--- src/rtl/mac_accumulator.sv ---
// Signed Q(DATA_W-FRAC_W).FRAC_W multiply-accumulate stage: accumulates vec_len products onto a bias
// and emits one saturated result per job. Define MAC_ACCUMULATOR_RELU_EN to clamp negative results to zero.
module mac_accumulator #(
  parameter int DATA_W = 16,
  parameter int FRAC_W = 8,
  parameter int ACC_W  = 40,
  parameter int LEN_W  = 10
) (
  input  logic              clk,
  input  logic              reset,
  input  logic              start,
  input  logic [LEN_W-1:0]  vec_len,
  input  logic [DATA_W-1:0] bias_in,
  input  logic              in_valid,
  output logic              in_ready,
  input  logic [DATA_W-1:0] act_in,
  input  logic [DATA_W-1:0] wgt_in,
  output logic              out_valid,
  input  logic              out_ready,
  output logic [DATA_W-1:0] result,
  output logic              busy,
  output logic              sat
);

  localparam logic [1:0] IDLE  = 2'd0;
  localparam logic [1:0] ACC   = 2'd1;
  localparam logic [1:0] DRAIN = 2'd2;
  localparam logic [1:0] DONE  = 2'd3;

  logic [1:0]          state_q, state_d;
  logic                drain_q, drain_d;
  logic [LEN_W-1:0]    vecLen_q;
  logic [LEN_W-1:0]    count_q;
  logic [DATA_W-1:0]   act_q, wgt_q;
  logic                opValid_q;
  logic [2*DATA_W-1:0] prod_q;
  logic                prodValid_q;
  logic [ACC_W-1:0]    acc_q;
  logic                outValid_q;
  logic [DATA_W-1:0]   result_q;
  logic                sat_q;

  logic                beat;
  logic                jobStart;
  logic [2*DATA_W-1:0] prodNext;
  logic [ACC_W-1:0]    prodExt;
  logic [ACC_W-1:0]    biasExt;
  logic [DATA_W-1:0]   satResult;
  logic                satFlag;
  logic                unusedFracBits;

  assign in_ready  = (state_q == ACC) && (count_q < vecLen_q);
  assign beat      = in_valid && in_ready;
  assign jobStart  = (state_q == IDLE) && start;
  assign busy      = (state_q != IDLE);
  assign out_valid = outValid_q;
  assign result    = result_q;
  assign sat       = sat_q;

  assign prodNext = $signed({{DATA_W{act_q[DATA_W-1]}}, act_q}) *
                    $signed({{DATA_W{wgt_q[DATA_W-1]}}, wgt_q});
  assign prodExt  = {{(ACC_W-2*DATA_W){prod_q[2*DATA_W-1]}}, prod_q};
  assign biasExt  = {{(ACC_W-DATA_W-FRAC_W){bias_in[DATA_W-1]}}, bias_in, {FRAC_W{1'b0}}};

  // Fraction bits below the result LSB are simply truncated by the arithmetic shift.
  assign unusedFracBits = ^acc_q[FRAC_W-1:0];

  always_comb begin
    state_d = state_q;
    drain_d = drain_q;
    case (state_q)
      IDLE: begin
        if (start) begin
          state_d = (vec_len == '0) ? DRAIN : ACC;
          drain_d = 1'b0;
        end
      end
      ACC: begin
        if ((count_q == vecLen_q) && !beat) begin
          state_d = DRAIN;
          drain_d = 1'b0;
        end
      end
      DRAIN: begin
        if (drain_q) state_d = DONE;
        else         drain_d = 1'b1;
      end
      DONE: begin
        if (outValid_q && out_ready) state_d = IDLE;
      end
      default: state_d = IDLE;
    endcase
  end

  // The value fits when every bit from the result sign upward agrees; otherwise clip by the sign.
  always_comb begin
    satResult = acc_q[FRAC_W+DATA_W-1:FRAC_W];
    satFlag   = 1'b0;
    if (!((&acc_q[ACC_W-1:FRAC_W+DATA_W-1]) || !(|acc_q[ACC_W-1:FRAC_W+DATA_W-1]))) begin
      satFlag   = 1'b1;
      satResult = acc_q[ACC_W-1] ? {1'b1, {(DATA_W-1){1'b0}}} : {1'b0, {(DATA_W-1){1'b1}}};
    end
`ifdef MAC_ACCUMULATOR_RELU_EN
    if (satResult[DATA_W-1]) satResult = '0;
`endif
  end

  always_ff @(posedge clk) begin
    if (reset) begin
      state_q     <= IDLE;
      drain_q     <= 1'b0;
      vecLen_q    <= '0;
      count_q     <= '0;
      act_q       <= '0;
      wgt_q       <= '0;
      opValid_q   <= 1'b0;
      prod_q      <= '0;
      prodValid_q <= 1'b0;
      acc_q       <= '0;
      outValid_q  <= 1'b0;
      result_q    <= '0;
      sat_q       <= 1'b0;
    end else begin
      state_q <= state_d;
      drain_q <= drain_d;

      if (jobStart) begin
        vecLen_q <= vec_len;
        count_q  <= '0;
      end else if (beat) begin
        count_q <= count_q + LEN_W'(1);
      end

      opValid_q <= beat;
      if (beat) begin
        act_q <= act_in;
        wgt_q <= wgt_in;
      end

      prodValid_q <= opValid_q;
      if (opValid_q) prod_q <= prodNext;

      if (jobStart)         acc_q <= biasExt;
      else if (prodValid_q) acc_q <= acc_q + prodExt;

      if ((state_q == DRAIN) && drain_q) begin
        outValid_q <= 1'b1;
        result_q   <= satResult;
        sat_q      <= satFlag;
      end else if ((state_q == DONE) && out_ready) begin
        outValid_q <= 1'b0;
      end
    end
  end

endmodule
--- config.mk ---
export PLATFORM = sky130hd
export DESIGN_NAME = mac_accumulator
export DESIGN_NICKNAME = d
export VERILOG_FILES = /design/src/rtl/mac_accumulator.sv
export SDC_FILE = /design/constraint.sdc
export NUM_CORES = 1
export LEC_CHECK = 0
export BUFFER_PORTS_ARGS = -buffer_cell sky130_fd_sc_hd__buf_2
export CAP_MARGIN = 20
export CELL_PAD_IN_SITES_DETAIL_PLACEMENT = 1
export CELL_PAD_IN_SITES_GLOBAL_PLACEMENT = 1
export CORE_AREA = 2 2 192 194
export DETAILED_ROUTE_END_ITERATION = 10
export DIE_AREA = 0 0 194 196
export PLACE_DENSITY = 0.82
export SYNTH_ARGS = -nofsm -noshare
export SYNTH_HDL_FRONTEND = slang
export SYNTH_SLANG_ARGS = --single-unit
--- constraint.sdc ---
create_clock -name clk -period 7.1 [get_ports clk]
set_input_delay 0.71 -clock clk [delete_from_list [all_inputs] [get_ports clk]]
set_output_delay 0.71 -clock clk [all_outputs]
set_load 0.05 [all_outputs]
==> results.ini <==
[run_status]
outcome = finished, final reports clean

[clocking]
clock-sinks = 147
cts_buffers = 17
clockRootBuffer = clkbuf_16
cts_tree = built
clock_latency_ps = 480
clock_path_buffers = 2
htreeDepth = 4
cts.clk_slew.worst_paths_ps = 60

[sta]
drv_slew = 0
rsz0062_at_grt = no
fin_worst_skew_ps = 28.1
finalSetupViolCount = 0
layout_min_cycle_time_ps = 6760
worst_slew_pin_slew_ps = 1030
relSlewSlack = 0.311
hold_viol = 0
setup_tns_ps = 0
layout_setup_ws_ps = 337
period_share = 0.953
fmax_ghz = 0.148

[power]
p_switching_mw = 1.18
comb_power_share = 0.317
internal_power_mw = 1.76
pwr-share-clk = 0.314
swShare = 0.401
power.leakage_nw = 8.94
powerDensity_nw_per_um2 = 155
pwr-share-seq = 0.369
ir_drop_mv = 0.195

[logic_synthesis]
synth-edff-count = 0
yosysUniqueCellTypes = 61
yosys.area.top_type_share = 0.302
yosysSeqAreaShare = 0.169
synthFlopType = dfxtp_1
ys_top_cells_by_area = fa_1 (30%), dfxtp_1 (17%), ha_1 (9.9%)
syn_avg_cell_area_um2 = 8.70
synthCells = 2004
synth.cell_area_um2 = 17400
yosysWarnings = 0
syn-num-nets = 2468
yosysTopAreaCell = fa_1
synthArstFlopShare = 0
ys_seq_elements = 147

[detailed_routing]
drcViolationCount = 0
ant_nets = 0
num_vias = 14100
firstDrtPassIters = 5
wl_per_cell_um = 20.6
drtIter0Drc = 627
drt-vias-per-instance = 5.56
wl_um = 52000

[place]
io_buffers = 82
preCtsSetupSlack_ps = 258
gp_congestion = 0.848
hpwlAfterDp_um = 41500

[final_layout]
multi_input_area_um2 = 13000
fin_nets = 2516
fillCellCount = 4313
area_delta_synth_final_pct = 8.50
drive_above_1_share = 0.0766
n_antenna_cell = 0
seq_area_um2 = 2950

[worst_setup_path]
critPathCaptureType = flip-flop
arrival_ps = 7110
cp_max_fo = 17
cp-start-kind = flip-flop
critPathKind = reg2reg
required_ps = 7450

[global_route]
grt.overflow.total = 0
antenna_found_initial = 0
grt_pass1_vias = 15900
grt_max_degree = 60
grt_pass1_wl_um = 86400
grt_usage = 0.289

[worst_hold_path]
hold_class = reg2reg

[floorplan]
rows = 70
initial_utilization = 0.483
io_pins = 83
core_um2 = 36100
dieHeight_um = 196
die_w_um = 194
dieArea_um2 = 38000

[flow_run]
drv_cap = 0

-- power groups by stage --
stage | registers [mW] | logic [mW] | clock network, mW
floorplan | 1.02 | 0.660 | 0
global placement | 1.08 | 0.873 | 0
detailed placement | 1.09 | 0.912 | 0
CTS | 1.08 | 0.931 | 0.939
global route | 1.10 | 1.03 | 0.966
finish | 1.08 | 0.929 | 0.922
-- stage by stage --
step                hold slack, ps  instances  power [mW]  utilization  area [um2]
finish                         460       2532        2.93        0.524       18900
floorplan                      436       2004        1.68            -       17400
global route                   475       2532        3.10        0.524       18900
CTS                            450       2532        2.95        0.524       18900
detailed placement             453       2501        2.00        0.508       18300
global placement               444       2501        1.96        0.508       18300
-- layout by cell type, fill, tap and decap left out, types with 11 or more instances in the layout --
| master | synthesis | layout |
|---|---|---|
| and2_1 | 128 | 128 |
| xor2_1 | 29 | 29 |
| dfxtp_1 | 147 | 141 |
| nand4_1 | 11 | 11 |
| clkbuf_16 | 0 | 17 |
| nand3_1 | 14 | 14 |
| xnor2_1 | 50 | 50 |
| a211oi_1 | 47 | 47 |
| a21o_1 | 29 | 29 |
| nor3_1 | 24 | 24 |
| nor2_1 | 133 | 133 |
| and3_1 | 12 | 12 |
| a21oi_1 | 129 | 129 |
| inv_1 | 315 | 315 |
| nand2b_1 | 17 | 17 |
| buf_2 | 1 | 81 |
| buf_4 | 0 | 27 |
| mux2i_1 | 40 | 40 |
| fa_1 | 263 | 263 |
| nand2_1 | 260 | 260 |
| ha_1 | 138 | 138 |
| o21ai_0 | 34 | 34 |
-- area by class of cell --
class | count | area share
multi-input combinational | 1461 | 0.688
inverter | 317 | 0.0629
timing repair buffer | 108 | 0.0322
sequential | 147 | 0.156
clock inverter | 12 | 0.00655
tap | 468 | 0.0310
clock buffer | 19 | 0.0234
-- cell usage after synthesis, types with 10 or more instances --
cell and count:
a21oi_1 129, ha_1 138, nor2_1 133, a31oi_1 11
nor3_1 24, o21ai_1 10, clkbuf_1 71, o21bai_1 10
xnor2_1 50, inv_1 315, a211oi_1 47, mux2i_1 40
nand3_1 14, a21o_1 29, nand4_1 11, fa_1 263
o21ai_0 34, and3_1 12, xor2_1 29, nand2b_1 17
and2_1 128, nand2_1 260, dfxtp_1 147
-- logic make-up after synthesis --
kind of cell    count (synthesis)  synth area share
fa+ha+maj                     401             0.401
xor+xnor                       79            0.0397
simple gates                  624             0.167
flops                         147             0.169
mux                            40            0.0230
buf+inv                       396            0.0853
compound gates                317             0.115
-- repair_timing --
item	4_1_cts	5_1_grt
setup buffers	0	0
endpoints found under the setup margin	0	3
resized for setup	0	7
hold buffers	0	0
-- critical path: stages, from the launching register on --
cell      delay, ps
dfxtp_1         810
nand2_1         230
fa_1            570
fa_1            580
fa_1            430
fa_1            570
fa_1            460
fa_1            520
inv_1            60
ha_1            350
and3_1          190
a221o_1         370
a211oi_1        210
inv_1            80
a31oi_2         290
o21ai_1         130
a41oi_1         320
o21ai_1         130
xnor2_1         130
a22o_1          200
-- per-layer routing --
layer  wire [um]  up-vias  track usage
met5           0        -            0
met4        1780        0        0.104
met3        2440      115       0.0488
met2       26900      410        0.527
met1       20900     7089        0.342
li1            -     6465            -
-- state kept, by name (all words and copies together) (netlist names) --
signal	flops
wgt_q	16
prodValid_q	1
acc_q	40
count_q	10
opValid_q	1
act_q	16
vecLen_q	10
result	16
state_q	2
drain_q	1
sat	1
out_valid	1
prod_q	32
-- worst paths after layout --
| path | cells past startpoint | endpoint | start | slack, ps |
|---|---|---|---|---|
| min | 2 | vecLen_q[8] | vecLen_q[8] | 460 |
| max | 19 | prod_q[31] | wgt_q[11] | 340 |
| min reg2reg | 2 | vecLen_q[8] | vecLen_q[8] | 460 |
| max reg2reg | 19 | prod_q[31] | wgt_q[11] | 340 |
(Power assumes the default switching activity.)
